$ cat src/rtl/flow_rate_scheduler_pkg.sv
// Shared types and helpers for the token-bucket flow rate scheduler.
package flow_sched_pkg;

    typedef enum logic {
        IDLE  = 1'b0,
        OFFER = 1'b1
    } state_t;

    localparam int CREDIT_FRAC = 8;

    // Index width for n flows; a single flow still needs one bit.
    function automatic int id_width(input int n);
        return (n > 1) ? $clog2(n) : 1;
    endfunction

    // Credit charged for one packet, in Q.8 bytes.
    function automatic logic [31:0] cost_of(input logic [31:0] size, input int overhead);
        return (size + 32'(overhead)) << CREDIT_FRAC;
    endfunction

endpackage

$ cat src/rtl/flow_rate_scheduler_if.sv
// Offer handshake between the scheduler and the command FIFO writer.
interface flow_rate_scheduler_if #(
    parameter int ID_W = 2
);
    logic            sched_valid;
    logic [ID_W-1:0] sched_id;
    logic            sched_ready;

    modport master (output sched_valid, output sched_id, input sched_ready);
    modport slave  (input sched_valid, input sched_id, output sched_ready);
endinterface

$ cat src/rtl/flow_rate_scheduler_rr_pick.sv
// Combinational round-robin picker: first requester at or after ptr, wrapping.
module rr_pick
    import flow_sched_pkg::*;
#(
    parameter int N = 4,
    localparam int IW = id_width(N)
) (
    input  logic [N-1:0]  req,
    input  logic [IW-1:0] ptr,
    output logic          any,
    output logic [IW-1:0] idx
);

    logic [IW:0] pos;

    // Scan from the farthest candidate back to ptr so the nearest one wins.
    always_comb begin
        any = |req;
        idx = '0;
        pos = '0;
        for (int k = N - 1; k >= 0; k--) begin
            pos = {1'b0, ptr} + (IW + 1)'(k);
            if (pos >= (IW + 1)'(N)) pos = pos - (IW + 1)'(N);
            if (req[pos[IW-1:0]]) idx = pos[IW-1:0];
        end
    end

endmodule

$ cat src/rtl/flow_rate_scheduler.sv
// Token-bucket rate scheduler offering eligible flow IDs round-robin.
// Optional per-flow grant counters: define FLOW_RATE_SCHEDULER_STATS_EN.
module flow_rate_scheduler
    import flow_sched_pkg::*;
#(
    parameter int N_FLOWS      = 4,
    parameter int INC_WIDTH    = 16,
    parameter int SIZE_WIDTH   = 11,
    parameter int CREDIT_WIDTH = 24,
    parameter int OVERHEAD     = 20,
    parameter int BURST_BYTES  = 4096
) (
    input  logic                            clk,
    input  logic                            rst,
    input  logic [N_FLOWS-1:0]              cfg_flow_en,
    input  logic [N_FLOWS*INC_WIDTH-1:0]    cfg_inc,
    input  logic [N_FLOWS*SIZE_WIDTH-1:0]   cfg_size,
    flow_rate_scheduler_if.master           sched,
    output logic [N_FLOWS*32-1:0]           stat_grants
);

    localparam int IW = id_width(N_FLOWS);
    localparam logic [CREDIT_WIDTH-1:0] CAP = CREDIT_WIDTH'(BURST_BYTES) << CREDIT_FRAC;

    state_t                  state, state_nxt;
    logic [IW-1:0]           id_q;
    logic [IW-1:0]           rr_ptr;
    logic [IW-1:0]           pick_idx;
    logic                    any_elig;
    logic                    load_id;
    logic                    advance;
    logic [N_FLOWS-1:0]      elig;
    logic [N_FLOWS-1:0]      hs;
    logic [CREDIT_WIDTH-1:0] credit [N_FLOWS];
    logic [CREDIT_WIDTH-1:0] cost   [N_FLOWS];

    // Clamp a signed intermediate credit into [0, CAP].
    function automatic logic [CREDIT_WIDTH-1:0] sat_credit(input logic signed [CREDIT_WIDTH+1:0] v);
        if (v < 0) return '0;
        if (v > $signed({2'b00, CAP})) return CAP;
        return v[CREDIT_WIDTH-1:0];
    endfunction

    assign sched.sched_valid = (state == OFFER);
    assign sched.sched_id    = id_q;

    for (genvar g = 0; g < N_FLOWS; g++) begin : g_flow
        logic [CREDIT_WIDTH+1:0] add;
        logic [CREDIT_WIDTH+1:0] sub;

        assign cost[g] = CREDIT_WIDTH'(cost_of(32'(cfg_size[g*SIZE_WIDTH +: SIZE_WIDTH]), OVERHEAD));
        assign elig[g] = cfg_flow_en[g] && (credit[g] >= cost[g]);
        assign hs[g]   = sched.sched_valid && sched.sched_ready && (id_q == IW'(g));
        assign add     = {2'b00, credit[g]} + (CREDIT_WIDTH + 2)'(cfg_inc[g*INC_WIDTH +: INC_WIDTH]);
        assign sub     = hs[g] ? {2'b00, cost[g]} : '0;

        always_ff @(posedge clk or posedge rst) begin
            if (rst)                  credit[g] <= '0;
            else if (!cfg_flow_en[g]) credit[g] <= '0;
            else                      credit[g] <= sat_credit($signed(add - sub));
        end

`ifdef FLOW_RATE_SCHEDULER_STATS_EN
        logic [31:0] grants;
        always_ff @(posedge clk or posedge rst) begin
            if (rst)        grants <= '0;
            else if (hs[g]) grants <= grants + 32'd1;
        end
        assign stat_grants[g*32 +: 32] = grants;
`endif
    end

`ifndef FLOW_RATE_SCHEDULER_STATS_EN
    assign stat_grants = '0;
`endif

    rr_pick #(.N(N_FLOWS)) u_pick (
        .req (elig),
        .ptr (rr_ptr),
        .any (any_elig),
        .idx (pick_idx)
    );

    always_ff @(posedge clk or posedge rst) begin
        if (rst) state <= IDLE;
        else     state <= state_nxt;
    end

    always_comb begin
        state_nxt = state;
        load_id   = 1'b0;
        advance   = 1'b0;
        case (state)
            IDLE: begin
                if (any_elig) begin
                    load_id   = 1'b1;
                    state_nxt = OFFER;
                end
            end
            OFFER: begin
                if (sched.sched_ready) begin
                    advance   = 1'b1;
                    state_nxt = IDLE;
                end
            end
            default: state_nxt = IDLE;
        endcase
    end

    // The offered ID stays frozen until the handshake; the pointer moves past it afterwards.
    always_ff @(posedge clk or posedge rst) begin
        if (rst) begin
            id_q   <= '0;
            rr_ptr <= '0;
        end else begin
            if (load_id) id_q <= pick_idx;
            if (advance) rr_ptr <= (id_q == IW'(N_FLOWS - 1)) ? '0 : id_q + IW'(1);
        end
    end

endmodule

$ cat src/flat_wrapper.sv
// flat-port wrapper written by rule: the top's interface ports become plain ports
module flow_rate_scheduler_flat import flow_sched_pkg::*;
#(
    parameter int N_FLOWS      = 4,
    parameter int INC_WIDTH    = 16,
    parameter int SIZE_WIDTH   = 11,
    parameter int CREDIT_WIDTH = 24,
    parameter int OVERHEAD     = 20,
    parameter int BURST_BYTES  = 4096
)
  (clk, rst, cfg_flow_en, cfg_inc, cfg_size, stat_grants, sched_sched_valid, sched_sched_id, sched_sched_ready);
  flow_rate_scheduler_if #(.ID_W(2)) sched_i ();
  input  logic clk;
  input  logic rst;
  input  logic [N_FLOWS-1:0] cfg_flow_en;
  input  logic [N_FLOWS*INC_WIDTH-1:0] cfg_inc;
  input  logic [N_FLOWS*SIZE_WIDTH-1:0] cfg_size;
  output logic [N_FLOWS*32-1:0] stat_grants;
  output wire logic [$bits(sched_i.sched_valid)-1:0] sched_sched_valid;
  output wire logic [$bits(sched_i.sched_id)-1:0] sched_sched_id;
  input wire logic [$bits(sched_i.sched_ready)-1:0] sched_sched_ready;
  assign sched_sched_valid = sched_i.sched_valid;
  assign sched_sched_id = sched_i.sched_id;
  assign sched_i.sched_ready = sched_sched_ready;
  flow_rate_scheduler #(.N_FLOWS(N_FLOWS), .INC_WIDTH(INC_WIDTH), .SIZE_WIDTH(SIZE_WIDTH), .CREDIT_WIDTH(CREDIT_WIDTH), .OVERHEAD(OVERHEAD), .BURST_BYTES(BURST_BYTES)) u_core (.clk(clk), .rst(rst), .cfg_flow_en(cfg_flow_en), .cfg_inc(cfg_inc), .cfg_size(cfg_size), .sched(sched_i), .stat_grants(stat_grants));
endmodule
$ cat config.mk
export PLATFORM = sky130hd
export DESIGN_NAME = flow_rate_scheduler_flat
export DESIGN_NICKNAME = d
export VERILOG_FILES = /design/src/rtl/flow_rate_scheduler_pkg.sv /design/src/rtl/flow_rate_scheduler_if.sv /design/src/rtl/flow_rate_scheduler_rr_pick.sv /design/src/rtl/flow_rate_scheduler.sv /design/src/flat_wrapper.sv
export SDC_FILE = /design/constraint.sdc
export NUM_CORES = 1
export LEC_CHECK = 0
export CAP_MARGIN = 40
export CORE_ASPECT_RATIO = 0.9
export CORE_UTILIZATION = 25
export CTS_BUF_LIST = sky130_fd_sc_hd__clkbuf_4
export DETAILED_ROUTE_END_ITERATION = 6
export GPL_TIMING_DRIVEN = 0
export PLACE_DENSITY = 0.49
export SLEW_MARGIN = 20
export SYNTH_ARGS = -nofsm -noshare
export SYNTH_HDL_FRONTEND = slang
export SYNTH_SLANG_ARGS = --single-unit
$ cat constraint.sdc
create_clock -name clk -period 10.5 [get_ports clk]
set_input_delay 1.05 -clock clk [delete_from_list [all_inputs] [get_ports clk]]
set_output_delay 1.05 -clock clk [all_outputs]
set_load 0.02 [all_outputs]
Word-level counts from Yosys, hierarchy flattened
Cells that the tools add are included.
{"block": "totals", "in_bits": 115, "mem_count": 0, "latch_bits": 0, "mem_bits_ro": 0, "elab_cells": 129, "reg_bits": 101, "ram_bits": 0, "output_inout_bits": 131}
{"block": "op_classes", "eq_ne": 3, "n_reduce_logical": 11, "addsub": 20, "div_mod_pow": 0, "muxes": 67, "n_lt_le_gt_ge": 20, "shifts": 0, "bitwise": 1, "mul": 0}
{"cell": "2-to-1 mux 24 bit", "count": 24}
{"cell": "greater-than comparator 26 x 22 -> 1 bit, second input constant", "count": 4}
{"cell": "< comparator 26 x 1 -> 1 bit, second input constant", "count": 4}
{"cell": "subtractor 25 x 24 -> 26 bit", "count": 4}
{"cell": "adder 24 x 16 -> 25 bit", "count": 4}
{"cell": "greater-or-equal comparator 24 bit", "count": 4}
{"cell": "adder 11 x 5 -> 12 bit, second input constant", "count": 4}
{"cell": "2-to-1 mux 1 bit", "count": 29}
{"cell": "2-to-1 mux 2 bit", "count": 9}
{"cell": "< comparator 2 x 3 -> 1 bit, second input constant", "count": 4}
{"cell": "greater-or-equal comparator 3 bit, second input constant", "count": 3}
{"cell": "logical AND 1 bit", "count": 9}
{"cell": "binary-select mux 1 bit (select 2 bit)", "count": 4}
{"cell": "subtractor 2 x 1 -> 2 bit, second input constant", "count": 4}
{"cell": "adder 2 x 2 -> 3 bit, second input constant", "count": 2}
{"cell": "equality test 2 bit, second input constant", "count": 2}
{"cell": "OR reduction 4 bit", "count": 1}
{"cell": "adder 2 x 1 -> 3 bit, second input constant", "count": 1}
{"cell": "greater-or-equal comparator 2 x 3 -> 1 bit, second input constant", "count": 1}
{"cell": "adder 2 x 1 -> 2 bit, second input constant", "count": 1}
{"cell": "equality test 2 x 1 -> 1 bit, second input constant", "count": 1}
{"cell": "logical NOT 2 bit", "count": 1}
{"cell": "case mux 1 bit (2 select lines)", "count": 1}
{"cell": "NOT 1 bit", "count": 1}

Longest topological paths before layout
Gate-level depths: netlist of run 1.
{"block": "logic_depth", "depth_word": 12, "mapped_depth": 19, "ltp_nobuf": 16}

Hierarchy
From an unflattened synthesis of run 1, not the netlist that was laid out.
{"block": "hier_totals", "cells_unflattened": 1862, "hier_area_um2": 14599.0}
{"module": "flow_rate_scheduler", "area_per_inst_um2": 14521.4, "seq_area_each_um2": 2527.4, "instances": 1, "cells_per_inst": 1849}
{"module": "rr_pick", "area_per_inst_um2": 77.6, "seq_area_each_um2": 0.0, "instances": 1, "cells_per_inst": 13}

Worst setup path before layout of run 1
Ideal clock, no wire load.
{"block": "synth_path", "kind": "input port to flip-flop", "start": "input cfg_size[2]", "end": "register u_core.credit[79] (netlist bit)", "n_path_buf": 2, "arrival_ps": 4806, "path_slack_ps": 5607, "t_required_ps": 10413, "stages": 18, "setup_time_ps": 87, "cell_sequence": "ha_1 > o21ai_0 > xor2_1 > nor2_1 > fa_1 > inv_1 > ha_1 > buf_2 > and3_1 > and3_2 > a211oi_1 > o21ai_2 > or3_4 > a2111oi_4 > a41oi_2 > or2_4 > buf_6 > a211oi_2"}
{"block": "synth_between", "elab_chain_cells": 10, "elab_cells_between_ends": 14, "cone_classes": "add/sub: 2; order compare: 2; mux: 10"}
{"item": "from (decl)", "line": "flat_wrapper.sv:17", "text": "input logic [N_FLOWS*SIZE_WIDTH-1:0] cfg_size;"}
{"item": "adder 11 x 5 -> 12 bit *", "line": "flow_rate_scheduler_pkg.sv:18", "text": "return (size + 32'(overhead)) << CREDIT_FRAC;"}
{"item": "2-to-1 mux 24 bit *", "line": "flow_rate_scheduler.sv:55", "text": "assign sub = hs[g] ? {2'b00, cost[g]} : '0;"}
{"item": "subtractor 25 x 24 -> 26 bit *", "line": "flow_rate_scheduler.sv:60", "text": "else credit[g] <= sat_credit($signed(add - sub));"}
{"item": "greater-than comparator 26 x 22 -> 1 bit", "line": "flow_rate_scheduler.sv:40", "text": "if (v > $signed({2'b00, CAP})) return CAP;"}
{"item": "2-to-1 mux 1 bit (2 in series)", "line": "flow_rate_scheduler.sv:40"}
{"item": "2-to-1 mux 1 bit", "line": "flow_rate_scheduler.sv:59", "text": "else if (!cfg_flow_en[g]) credit[g] <= '0;"}
{"item": "2-to-1 mux 24 bit", "line": "flow_rate_scheduler.sv:41", "text": "return v[CREDIT_WIDTH-1:0];"}
{"item": "2-to-1 mux 24 bit *", "line": "flow_rate_scheduler.sv:40"}
{"item": "2-to-1 mux 24 bit *", "line": "flow_rate_scheduler.sv:59"}
{"item": "to (signal, indexed assignment)", "line": "flow_rate_scheduler.sv:60"}
{"item": "to (decl)", "line": "flow_rate_scheduler.sv:34", "text": "logic [CREDIT_WIDTH-1:0] credit [N_FLOWS];"}
Mark *: on every way between the ends. The rest lies on a longest branch, timed or not. The select of a mux whose other input is x is not followed.
A chain may end at the register's enable or synchronous reset.

Final worst setup path of run 1
{"block": "layout_path", "start": "input sched_sched_ready", "end": "register u_core.credit[18] (netlist bit)"}
{"block": "layout_between", "elab_chain_cells": 11, "elab_cells_between_ends": 15, "cone_classes": "add/sub: 1; order compare: 2; mux: 10; reduce/logical: 2"}
{"item": "from (decl)", "line": "flat_wrapper.sv:21", "text": "input wire logic [$bits(sched_i.sched_ready)-1:0] sched_sched_ready;"}
{"item": "logical AND 1 bit * (2 in series)", "line": "flow_rate_scheduler.sv:53", "text": "assign hs[g] = sched.sched_valid && sched.sched_ready && (id_q == IW'(g));"}
{"item": "2-to-1 mux 24 bit *", "line": "flow_rate_scheduler.sv:55"}
{"item": "subtractor 25 x 24 -> 26 bit *", "line": "flow_rate_scheduler.sv:60"}
{"item": "greater-than comparator 26 x 22 -> 1 bit", "line": "flow_rate_scheduler.sv:40"}
{"item": "2-to-1 mux 1 bit (2 in series)", "line": "flow_rate_scheduler.sv:40"}
{"item": "2-to-1 mux 1 bit", "line": "flow_rate_scheduler.sv:59"}
{"item": "2-to-1 mux 24 bit", "line": "flow_rate_scheduler.sv:41"}
{"item": "2-to-1 mux 24 bit *", "line": "flow_rate_scheduler.sv:40"}
{"item": "2-to-1 mux 24 bit *", "line": "flow_rate_scheduler.sv:59"}
Marks and branches as above.

==> results of run 1 <==
## metal layers
| metal | share of wire | track usage |
|---|---|---|
| met5 | 0 | 0 |
| met4 | 0.012 | 0.0283 |
| met3 | 0.038 | 0.0211 |
| met2 | 0.45 | 0.215 |
| met1 | 0.50 | 0.191 |
## layout make-up
type,instances,area [um^2],share of cell area
timing repair buffer,119,1210,0.0702
multi-input combinational,1396,10100,0.587
buffer,161,1130,0.0656
tap,765,957,0.0555
sequential,101,2530,0.146
antenna,4,10.0,0.000580
clock inverter,7,92.6,0.00537
inverter,300,1130,0.0656
clock buffer,9,67.6,0.00392
## sequential cells by signal, indices dropped and copies added (netlist names)
signal,cells
u_core.sched.sched_valid,1
u_core.rr_ptr,2
u_core.sched.sched_id,2
u_core.credit,96
## stage by stage
stage | hold WS (ns) | setup WS (ns) | cell area, um^2 | power [mW]
finish | 0.577 | 4.72 | 17300 | 1.99
global route | 0.621 | 4.52 | 17300 | 2.17
CTS | 0.581 | 4.83 | 17200 | 2.00
detailed placement | 0.534 | 4.15 | 17100 | 1.72
global placement | 0.523 | 4.14 | 17000 | 1.71
floorplan | 0.486 | 5.61 | 14900 | 1.40
## final timing paths
path                                     end  slack, ns  cells after the start
min                         u_core.rr_ptr[0]       0.58                      2
min in group asynchronous  u_core.credit[83]       0.79                      2
max reg2reg                u_core.credit[18]       5.11                     15
max                        u_core.credit[18]       4.72                     15
min reg2reg                 u_core.rr_ptr[0]       0.58                      2
max in group asynchronous   u_core.credit[2]       8.97                      3
## kinds of logic after synthesis
kind of cell | count (synthesis)
and+or+nand+nor | 508
DFF | 101
muxes | 13
AOI/OAI and AO/OA | 392
buffers and inverters | 461
adders and majority gates | 244
other | 1
xor gates and xnor gates | 99
## placed cells by master, fill, tap and decap left out, drive strengths merged, types with 32 or more instances in the layout
master	count
inv	302
ha	212
buf	143
conb	140
clkdlybuf4s50	117
nor2	114
dfrtp	101
a21oi	98
nand2	98
o21ai	81
nor3	75
xnor2	54
xor2	45
a21o	33
nand3	32
fa	32
## worst min-delay path, stage by stage, from the launching register on
cell and delay, ns:
dfrtp_1 0.43, nand2_1 0.07, o31ai_1 0.06
## power by group through the flow
stage | combinational (mW) | sequential [mW] | clock [mW]
6_report | 1.30 | 0.433 | 0.258
5_1_grt | 1.45 | 0.436 | 0.291
3_3_place_gp | 1.27 | 0.440 | 0
3_5_place_dp | 1.28 | 0.440 | 0
2_1_floorplan | 0.958 | 0.438 | 0
4_1_cts | 1.29 | 0.433 | 0.279
==> impl_metrics.ini, run 1 <==
[status]
status = completed

[setup_path]
crit_type = input pin to register
cp-startpoint = sched_sched_ready
slowest_stage = clkdlybuf4s50_1
path_buf_inv = 3
crit_chain = clkdlybuf4s50_1 > nand3_1 > nor2_1 > fa_1 > inv_1 > ha_1 > a21oi_1 > o21a_1 > o221ai_1 > a41oi_1 > mux2_2 > nor4_4 > nand2_1 > buf_2 > nor3_1
critPathTopFamily = simple AND/OR/NAND/NOR gates
r2r_start = u_core.sched.sched_valid
start_kind = input pin
crit_fanout = 10
crit_path_end_kind = register
arrival_ns = 6.27
cpPeakStageDelay_ns = 0.72
crit_required_ns = 10.99

[job]
drv_cap = 0

[cts]
cts_hold_buf = 0
cts_tree = built
clk_pin_slew_ns = 0.18
cts_sinks = 101
ctsLongestPathBuffers = 2
htree_levels = 3
post_cts_buffers = 0
cts_resized = 0
cts_root_buf = clkbuf_4
worstSkewPairLatency_ns = 0.60
cts_buffers = 9

[global_routing]
grt_pass1_vias = 12400
antenna_found_initial = 2
grt_max_degree = 67
overflow = 0
track_usage = 0.135
grt_pass1_wl_mm = 63.6

[drt]
viasPerCell = 4.44
detail-route-antenna-nets = 0
remaining_drc_errors = 0
via_count = 12700
wl_per_cell_um = 13.8
first_pass_iters = 5
drt_iter0_drc = 636
routed_wl_mm = 39.4

[pwr]
ir_drop_mv = 0.0682
clock_power_share = 0.130
leakage_nw = 8.56
seqPwrFrac = 0.218
switchingPower_mw = 0.979
pwr-share-comb = 0.652
internal-power_mw = 1.01
p_sw_frac = 0.492
power_density_nw_per_um2 = 115

[cells_and_area]
layoutNonFillerInstCount = 2862
fin_util = 0.303
syn_to_final_growth_pct = 19.9
final_layout_size_suffix_gt1_frac = 0.0956
fillers = 6181
nets = 2447

[timing]
period_needed_ns = 5.78
post-route-period-util = 0.551
fmax_ghz = 0.173
tightestPinTransition_ns = 0.849
finalHoldViolations = 0
setup-tns-final_ns = 0
finalSetupViolations = 0
grt_setup_unrepaired = no
slew_headroom = 0.429
clock_skew_ns = 0.0266
slew_viol_final = 0

[logic_synthesis]
synth.largest_area_cell = ha_1
synth.distinct_cells = 92
synth_common_cells = inv_1 (300), ha_1 (212), buf_4 (129), nor2_1 (114), dfrtp_1 (101)
yosysMostFrequentCell = inv_1
synthAdderAreaFrac = 0.229
synth_top_area_share = 0.184
synth_cells = 1819
synth-xor-area-share = 0.0603
synthSimpleGateAreaFrac = 0.185
synth_area_leaders = ha_1 (18%), dfrtp_1 (18%), inv_1 (7.8%)
synth_compound_area_frac = 0.184
synth_top_family_by_area = adder cells
ys_seq_elements = 101
yosysSeqAreaShare = 0.176
synth_edf_count = 0
synth-async-reset-ratio = 1.00
ys_warn_count = 0
synth_area_per_cell_um2 = 7.91
syn-cell-area_um2 = 14400
synth-main-ff-cell = dfrtp_1
synthMuxAreaShare = 0.00939

[min_path]
hp-class = register to register
worstHoldStart = u_core.rr_ptr[0]

[floorplanning]
io_pins = 246
dieWidth_um = 255
initial_core_util = 0.253
die_area_um2 = 58500
chipHeight_um = 230
core_area_um2 = 56900
rows = 83

[placed_design]
io_buffer_count = 117
dp_cells = 2841
place_hpwl_mm = 33.4
routabilityCongestion = 0.853
(Power assumes the default switching activity.)
==> run 2, diff against run 1 <==
--- a/config.mk
+++ b/config.mk
@@ -11,7 +11,7 @@
 export CTS_BUF_LIST = sky130_fd_sc_hd__clkbuf_4
 export DETAILED_ROUTE_END_ITERATION = 6
 export GPL_TIMING_DRIVEN = 0
-export PLACE_DENSITY = 0.49
+export PLACE_DENSITY = 0.5
 export SLEW_MARGIN = 20
 export SYNTH_ARGS = -nofsm -noshare
 export SYNTH_HDL_FRONTEND = slang
==> constraint.sdc (replaced) <==
create_clock -name clk -period 5.2 [get_ports clk]
set_input_delay 0.52 -clock clk [delete_from_list [all_inputs] [get_ports clk]]
set_output_delay 0.52 -clock clk [all_outputs]
set_load 0.02 [all_outputs]
==> run 2 against run 1 <==
  * Utilization rose by 0.066 points
  * Worst hold slack worse by 0.33 ns
  * Combinational power up 100%
  * Via count increased by 0.19%
  * Register-to-register slack worse by 4.9 ns
  * Critical endpoint unchanged
  * Largest cell class unchanged
  * Sequential share of layout area hardly changed
  * Critical path type is now register to register
  * Critical path depth is the same
  * Design area increased by 0.22%
  * First-iteration DRC count grew 8.0%
  * Sequential power increased by 100%
  * Routed wire length grew 0.38%
==> impl_metrics.ini, run 2 (synthesized netlist as in run 1, its figures left out) <==
[status]
status = completed

[cts]
clk_pin_slew_ns = 0.20
worstSkewPairLatency_ns = 0.62
cts_root_buf = clkbuf_4
cts_hold_buf = 0
ctsLongestPathBuffers = 2
htree_levels = 3
cts_buffers = 9
cts_sinks = 101
cts_tree = built

[setup_path]
crit_type = register to register
rrSetupSlack_ns = 0.17
arrival_ns = 5.55
start_kind = register
crit_fanout = 10
regToRegEndpoint = u_core.credit[18]
crit_required_ns = 5.71
reg2regPathDepth = 15
r2r_start = u_core.sched.sched_id[0]
crit_path_end_kind = register

[cells_and_area]
final_layout_size_suffix_gt1_frac = 0.102
regMostFlops = u_core.credit
final_common_cell = inv_1
nets = 2446
syn_to_final_growth_pct = 20.2
largest_reg_flops = 96
final_cell_mix = inv_1 (299), ha_1 (212), conb_1 (140), buf_4 (129), clkdlybuf4s50_1 (117)
fillers = 6131
seq_area_um2 = 2530
multi_input_area_um2 = 10200

[timing]
post-route-period-util = 0.968
grt_setup_unrepaired = no
clock_skew_ns = 0.0329
finalHoldViolations = 0
fin_ws_ns = 0.168
period_needed_ns = 5.03
setup-tns-final_ns = 0
tightestPinTransition_ns = 0.898
fmax_ghz = 0.199
slew_viol_final = 0
finalSetupViolations = 0
slew_headroom = 0.396

[global_routing]
overflow = 0
antenna_found_initial = 3
track_usage = 0.136
grt_max_degree = 67
grt_pass1_vias = 12400
grt_pass1_wl_mm = 63.9

[placed_design]
pre_cts_slack_ns = -0.672
place_hpwl_mm = 33.5
routabilityCongestion = 0.859
io_buffer_count = 117

[floorplanning]
rows = 83
io_pins = 246
core_area_um2 = 56900
dieWidth_um = 255
die_area_um2 = 58500
chipHeight_um = 230
initial_core_util = 0.253

[min_path]
hp-class = input pin to async pin

[drt]
via_count = 12700
wl_per_cell_um = 13.8
first_pass_iters = 5
drt_iter0_drc = 687
routed_wl_mm = 39.6
viasPerCell = 4.46
detail-route-antenna-nets = 0
remaining_drc_errors = 0

[pwr]
leakage_nw = 8.55
ir_drop_mv = 0.131
power_density_nw_per_um2 = 233
p_total_mw = 4.03

[job]
drv_cap = 0
## run 2: metal layers
layer | track usage | share of wire | wire, um
met1 | 0.188 | 0.49 | 19400
met2 | 0.223 | 0.46 | 18300
met3 | 0.0198 | 0.032 | 1270
met4 | 0.0288 | 0.013 | 532
met5 | 0 | 0 | 0
## run 2: power breakdown
| group | leakage, nW | switching, mW | internal [mW] |
|---|---|---|---|
| clock | 0.0766 | 0.358 | 0.155 |
| combinational | 7.11 | 1.58 | 1.06 |
| sequential | 1.36 | 0.0428 | 0.832 |
| total | 8.55 | 1.98 | 2.05 |
## run 2: final cells by class
class	instances	area share
plain buffers	159	0.0650
clock buffers	10	0.00434
flip-flops and latches	101	0.146
multi-input cells	1396	0.589
clock inverters	6	0.00405
diodes	3	0.000434
repair buffers	120	0.0698
well taps	765	0.0554
inverters	300	0.0654
## run 2: worst max-delay path: stages, from the launching register on
cell and delay [ns]:
dfrtp_2 0.48, ha_1 0.25, and3_1 0.31, and2_1 0.22
fa_1 0.51, inv_1 0.05, ha_1 0.37, a21o_1 0.20
a21oi_1 0.22, o221ai_1 0.31, a41oi_2 0.37, mux2_2 0.41
nor4_4 0.49, nand2_2 0.21, buf_2 0.25, nor3_1 0.27
## run 2: metrics by stage
step	util	hold WS, ns	area, um^2	instances
2_1_floorplan	-	0.486	14900	1958
3_3_place_gp	0.299	0.527	17000	2840
3_5_place_dp	0.300	0.538	17100	2841
4_1_cts	0.303	0.191	17200	2856
5_1_grt	0.304	0.241	17300	2860
6_report	0.304	0.250	17300	2860
## run 2: timing repair
| item | 4_1_cts | 5_1_grt |
|---|---|---|
| endpoints found under the setup margin | 13 | 32 |
| setup buffers | 0 | 0 |
| resized for setup | 2 | 15 |
| cloned | 0 | 0 |
## run 2: worst max-delay path by stage
stage | startpoint | end | slack (ns) | cells after the start
6_report | u_core.sched.sched_id[0] | u_core.credit[18] | 0.17 | 15
4_1_cts | u_core.sched.sched_id[0] | u_core.credit[18] | 0.01 | 15
3_5_place_dp | sched_sched_ready | u_core.credit[18] | -0.67 | 15
3_3_place_gp | sched_sched_ready | u_core.credit[18] | -0.62 | 15
2_1_floorplan | cfg_size[2] | u_core.credit[79] | 0.84 | 18
5_1_grt | u_core.sched.sched_id[0] | u_core.credit[18] | 0.01 | 16
==> RTL edit 1, RTL diff (config.mk and constraints of run 2) <==
`INC_WIDTH` is set to 16 in 2 places; all go to 18.
--- a/src/rtl/flow_rate_scheduler.sv
+++ b/src/rtl/flow_rate_scheduler.sv
@@ -4,7 +4,7 @@
     import flow_sched_pkg::*;
 #(
     parameter int N_FLOWS      = 4,
-    parameter int INC_WIDTH    = 16,
+    parameter int INC_WIDTH    = 18,
     parameter int SIZE_WIDTH   = 11,
     parameter int CREDIT_WIDTH = 24,
     parameter int OVERHEAD     = 20,
--- a/src/flat_wrapper.sv
+++ b/src/flat_wrapper.sv
@@ -2,7 +2,7 @@
 module flow_rate_scheduler_flat import flow_sched_pkg::*;
 #(
     parameter int N_FLOWS      = 4,
-    parameter int INC_WIDTH    = 16,
+    parameter int INC_WIDTH    = 18,
     parameter int SIZE_WIDTH   = 11,
     parameter int CREDIT_WIDTH = 24,
     parameter int OVERHEAD     = 20,
Interface: changed (resized cfg_inc); port bits go from 246 to 254. No check against the original RTL was run, so the function may have changed too.
==> RTL edit 1 against run 2 <==
Clock power down 6.4%. Synthesized area rose by 1.5%. Sequential power is 2% lower. Power fell by 7.1%. Routed wire length increased by 3.1%. Sequential share of layout area is 0.30 points lower. Sequential cell count stayed put. Global-route usage grew 0.19 points. Cell count is 1.1% higher. Worst setup slack improved by 0.074 ns. Utilization rose by 0.33 points. Design area increased by 2.0%. Critical path type unchanged. Critical endpoint is now u_core.credit[13]. Largest cell class unchanged. Largest power group unchanged.
==> RTL edit 1: results (changes against run 2) <==
\begin{tabular}{lr}
\hline
Metric & Value \\
\hline
\multicolumn{2}{l}{\textbf{Synth}} \\
Most frequent cells after synthesis & 335 x inv\_1, 204 x ha\_1, 128 x buf\_4, 126 x nor2\_1, 102 x a21oi\_1 \\
Seq/Total Area, Yosys & 17.30\% (-0.27 points) \\
Cell types with the largest area share after synthesis & ha\_1 17\%, dfrtp\_1 17\%, inv\_1 8.6\% \\
Synthesized area divided by synthesized cell count & 7.919 µm² (+0.11\%) \\
Cell variety after synth & 89 (-3.3\%) \\
\multicolumn{2}{l}{\textbf{Global route}} \\
Global-route wire length before repair & 66.19 mm (+3.6\%) \\
Vias in the first global route & 12850 (+3.3\%) \\
Overall track demand over capacity in global routing & 13.81\% (+0.19 points) \\
\multicolumn{2}{l}{\textbf{STA}} \\
Worst max-slew margin expressed relative to the limit & 46.65\% (+7.0 points) \\
Post-route clock skew & 0.03341 ns (+0.0004872 ns) \\
\multicolumn{2}{l}{\textbf{Setup path}} \\
Arr. time, crit path & 5.47 ns (-0.08 ns) \\
\multicolumn{2}{l}{\textbf{Pwr}} \\
Static power due to leakage & 8.495 nW (-0.61\%) \\
Net switching fraction of the power & 49.04\% (-0.18 points) \\
\multicolumn{2}{l}{\textbf{Clock network}} \\
Clock transition at the register clock pins on the worst setup and hold paths after CTS & between 0.2 and 0.25 ns \\
Worst-case clock buffer depth & 2 (unchanged) \\
\multicolumn{2}{l}{\textbf{Finish}} \\
Final std cells w/o fill & 2892 (+1.1\%) \\
Ratio of cells with drive above 1 in the final layout & 10.26\% (+0.077 points) \\
NumNets Final & 2487 (+1.7\%) \\
\multicolumn{2}{l}{\textbf{Drt}} \\
Routed vias/inst & 4.499 (+0.97\%) \\
Total detailed-routing wirelength & 40.79 mm (+3.1\%) \\
\multicolumn{2}{l}{\textbf{Placement}} \\
Count of port buffers added during placement & 124 (+6.0\%) \\
HPWL reported at the end of detailed placement & 33.84 mm (+1.0\%) \\
Number of placed instances with taps included & 2875 (+1.2\%) \\
Routability-driven placement congestion ratio & 0.8570 (-0.20\%) \\
\multicolumn{2}{l}{\textbf{Outcome}} \\
Outcome & complete, no violations \\
\hline
\end{tabular}
## RTL edit 1: worst paths after layout
path	startpoint	slack, ns	cells past startpoint	to
setup / recovery	u_core.sched.sched_id[0]	0.24	17	u_core.credit[13]
hold / removal	rst	0.30	2	u_core.credit[89]
setup reg to reg	u_core.sched.sched_id[0]	0.24	17	u_core.credit[13]
hold reg to reg	u_core.sched.sched_id[0]	0.58	1	u_core.rr_ptr[0]
max in group asynchronous	rst	4.24	3	u_core.sched.sched_id[0]
min in group clk	sched_sched_ready	0.44	2	u_core.sched.sched_valid
## RTL edit 1: final cells by class
class                           count  area share (%)
Sequential cell                   101           14.34
Clock inverter                      7          0.3759
Multi-Input combinational cell   1385           58.72
Buffer                            160           6.263
Antenna cell                        2         0.02837
Tap cell                          765           5.426
Clock buffer                        9          0.3830
Inverter                          335           7.171
Timing Repair Buffer              128           7.292
## RTL edit 1: stage by stage
step	util [%]	setup slack [ns]
after floorplan	-	0.8574
after global placement	30.18	-1.006
after detailed placement	30.25	-0.8770
after CTS	30.54	0.04317
after global routing	30.71	-0.03963
final	30.72	0.2419
## RTL edit 1: cells by family after synthesis
group	after synthesis	synth area share, %
AO/OA/AOI/OAI	374	17.43
AND/OR/NAND/NOR	532	20.31
multiplexers	8	0.5652
XOR/XNOR	87	5.215
flip-flops	101	17.30
other	1	0.02567
buffers and inverters	498	16.20
adder cells (fa/ha/maj)	244	22.95
## RTL edit 1: worst max-delay path, stage by stage, from the launching register on
cell,delay (ns)
dfrtp_2,0.49
ha_1,0.25
and3_1,0.26
and2_1,0.20
fa_1,0.50
inv_1,0.04
ha_1,0.27
buf_2,0.17
a21o_1,0.18
a2111oi_1,0.36
o21a_2,0.28
nor2_1,0.10
xnor2_1,0.17
or4_1,0.52
nor4_2,0.32
a31oi_4,0.20
buf_2,0.27
nor3_1,0.26
## RTL edit 1: per-layer routing
layer	track usage (%)	routed length, µm
met1	18.95	20200
met2	22.69	18570
met3	1.947	1432
met4	3.348	591
met5	0	0
## RTL edit 1: timing repair
action | in CTS | in global routing
hold buffers | 0 | 0
setup endpoints to repair | 67 | 72
hold endpoints to repair | 0 | 0
setup buffers | 0 | 1
pin swaps | 0 | 1
resized for setup | 8 | 24
## RTL edit 1: power by group through the flow
| stage | sequential [mW] | clock [mW] | combinational (mW) |
|---|---|---|---|
| CTS | 0.861 | 0.525 | 2.37 |
| global route | 0.867 | 0.535 | 2.69 |
| global placement | 0.873 | 0 | 2.33 |
| detailed placement | 0.875 | 0 | 2.34 |
| finish | 0.860 | 0.480 | 2.40 |
| floorplan | 0.872 | 0 | 1.73 |
==> RTL edit 2, RTL diff (config.mk and constraints of run 2) <==
Made on the original files. Add an input register stage for `cfg_flow_en`, `cfg_inc` and `cfg_size`, without a reset; this delays them by one clock. The other inputs are not delayed to match.
--- a/src/rtl/flow_rate_scheduler.sv
+++ b/src/rtl/flow_rate_scheduler.sv
@@ -21,6 +21,16 @@
 
     localparam int IW = id_width(N_FLOWS);
     localparam logic [CREDIT_WIDTH-1:0] CAP = CREDIT_WIDTH'(BURST_BYTES) << CREDIT_FRAC;
+
+    logic [N_FLOWS-1:0] cfg_flow_en_q;
+    logic [N_FLOWS*INC_WIDTH-1:0] cfg_inc_q;
+    logic [N_FLOWS*SIZE_WIDTH-1:0] cfg_size_q;
+
+    always_ff @(posedge clk) begin
+        cfg_flow_en_q <= cfg_flow_en;
+        cfg_inc_q     <= cfg_inc;
+        cfg_size_q    <= cfg_size;
+    end
 
     state_t                  state, state_nxt;
     logic [IW-1:0]           id_q;
@@ -48,15 +58,15 @@
         logic [CREDIT_WIDTH+1:0] add;
         logic [CREDIT_WIDTH+1:0] sub;
 
-        assign cost[g] = CREDIT_WIDTH'(cost_of(32'(cfg_size[g*SIZE_WIDTH +: SIZE_WIDTH]), OVERHEAD));
-        assign elig[g] = cfg_flow_en[g] && (credit[g] >= cost[g]);
+        assign cost[g] = CREDIT_WIDTH'(cost_of(32'(cfg_size_q[g*SIZE_WIDTH +: SIZE_WIDTH]), OVERHEAD));
+        assign elig[g] = cfg_flow_en_q[g] && (credit[g] >= cost[g]);
         assign hs[g]   = sched.sched_valid && sched.sched_ready && (id_q == IW'(g));
-        assign add     = {2'b00, credit[g]} + (CREDIT_WIDTH + 2)'(cfg_inc[g*INC_WIDTH +: INC_WIDTH]);
+        assign add     = {2'b00, credit[g]} + (CREDIT_WIDTH + 2)'(cfg_inc_q[g*INC_WIDTH +: INC_WIDTH]);
         assign sub     = hs[g] ? {2'b00, cost[g]} : '0;
 
         always_ff @(posedge clk or posedge rst) begin
             if (rst)                  credit[g] <= '0;
-            else if (!cfg_flow_en[g]) credit[g] <= '0;
+            else if (!cfg_flow_en_q[g]) credit[g] <= '0;
             else                      credit[g] <= sat_credit($signed(add - sub));
         end
 
Function: changed (Yosys sat finds a counterexample within 4 cycles, from zero or initial values and one cycle with rst high).
==> RTL edit 2 against run 2 <==
Clock power rose to 3.6 times the old value. Power rose by 46%. Synthesized area rose by 17%. Critical endpoint is now u_core.credit[62]. Design area increased by 20%. Routed wire length up 12%. Worst setup slack improved by 0.15 ns. Sequential cell count grew 112. The run now ends with DRC left.
==> RTL edit 2: results (changes against run 2) <==
\begin{tabular}{lr}
\hline
Metric & Value \\
\hline
\multicolumn{2}{l}{\textbf{Pwr}} \\
Total internal power & 3.638 mW (+78\%) \\
Part of the total power dissipated in sequential elements & 30.5\% (+8.8 points) \\
Static power due to leakage & 9.924 nW (+16\%) \\
Worst voltage drop across the vdd grid & 0.1474 mV (+13\%) \\
\multicolumn{2}{l}{\textbf{Placement}} \\
Post-placement setup slack & -0.4149 ns (+0.2571 ns) \\
HPWL reported at the end of detailed placement & 35.11 mm (+4.8\%) \\
Number of placed instances with taps included & 3080 (+8.4\%) \\
Count of port buffers added during placement & 116 (-0.85\%) \\
\multicolumn{2}{l}{\textbf{Setup path}} \\
Reg2Reg Depth & 17 (+2) \\
Capturing point of the worst reg2reg path & u\_core.credit[62] \\
\multicolumn{2}{l}{\textbf{Finish}} \\
Ratio of cells with drive above 1 in the final layout & 13.57\% (+3.4 points) \\
Fillers & 7017 (+14\%) \\
\multicolumn{2}{l}{\textbf{Clock network}} \\
TritonCTS buffer count & 69 (+60) \\
Clock transition at the register clock pins on the worst setup and hold paths after CTS & 0.07 ns (-0.13 ns) \\
Worst-case clock buffer depth & 3 (+1) \\
Source-to-sink clock delay at the later pin of the worst-skew pair & 0.81 ns (+0.19 ns) \\
\multicolumn{2}{l}{\textbf{Outcome}} \\
Outcome & complete, but fails checks \\
Violated checks & DRC \\
\multicolumn{2}{l}{\textbf{Drt}} \\
Number of remaining DRC errors & 28 (+28) \\
Wire length on met2 & 19.30 mm (+5.2\%) \\
DR WL/cell & 13.76 µm (-0.54\%) \\
Routed vias/inst & 4.393 (-1.4\%) \\
Wire length on met3 & 2.624 mm (+110\%) \\
Initial drt markers & 656 (-4.5\%) \\
\multicolumn{2}{l}{\textbf{Synth}} \\
Most frequent cells after synthesis & 299 x inv\_1, 212 x ha\_1, 135 x nor2\_1, 130 x buf\_4, 112 x dfxtp\_1 \\
Async set-reset flop share out of synthesis & 47.42\% (-53 points) \\
Top\_reg\_cell synth & dfxtp\_1 \\
Cell types with the largest area share after synthesis & ha\_1 16\%, dfrtp\_1 15\%, dfxtp\_1 13\% \\
Cell variety after synth & 90 (-2.2\%) \\
\multicolumn{2}{l}{\textbf{STA}} \\
Transition time at the pin with the least slew margin & 0.7004 ns (-0.1978 ns) \\
Post-route clock skew & 0.07823 ns (+0.04530 ns) \\
Min setup slack post-route & 0.3217 ns (+0.1536 ns) \\
\multicolumn{2}{l}{\textbf{Global route}} \\
Largest net degree at the start of global routing & 54 (-19\%) \\
Overall track demand over capacity in global routing & 13.10\% (-0.52 points) \\
Global-route wire length before repair & 71.50 mm (+12\%) \\
\multicolumn{2}{l}{\textbf{Worst hold path}} \\
Type of the most critical hold path & input pin to register \\
\hline
\end{tabular}
## RTL edit 2: kinds of logic after synthesis
logic type      Yosys count  share of synthesized area, %
compound gates          399                         15.80
xor+xnor                 89                         4.643
fa+ha+maj               244                         19.61
buf+inv                 462                         13.46
flops                   213                         28.41
mux                      12                        0.7303
other cells               1                       0.02233
simple gates            540                         17.33
## RTL edit 2: final cells by class
class	instances	area, µm²	area share [%]
multi-input cells	1424	10350	50.04
flip-flops and latches	213	4770	23.05
repair buffers	128	1286	6.217
plain buffers	163	1139	5.503
inverters	299	1127	5.449
well taps	864	1081	5.225
clock buffers	102	765.7	3.701
clock inverters	22	157.7	0.7620
diodes	4	10.01	0.04838
## RTL edit 2: repair_timing
item | CTS | global route
endpoints found under the setup margin | 18 | 48
gates cloned | 0 | 0
buffers inserted | 0 | 5
endpoints found under the hold margin | 6 | 0
resized for setup | 4 | 12
hold buffers | 6 | 0
pin swaps | 0 | 3
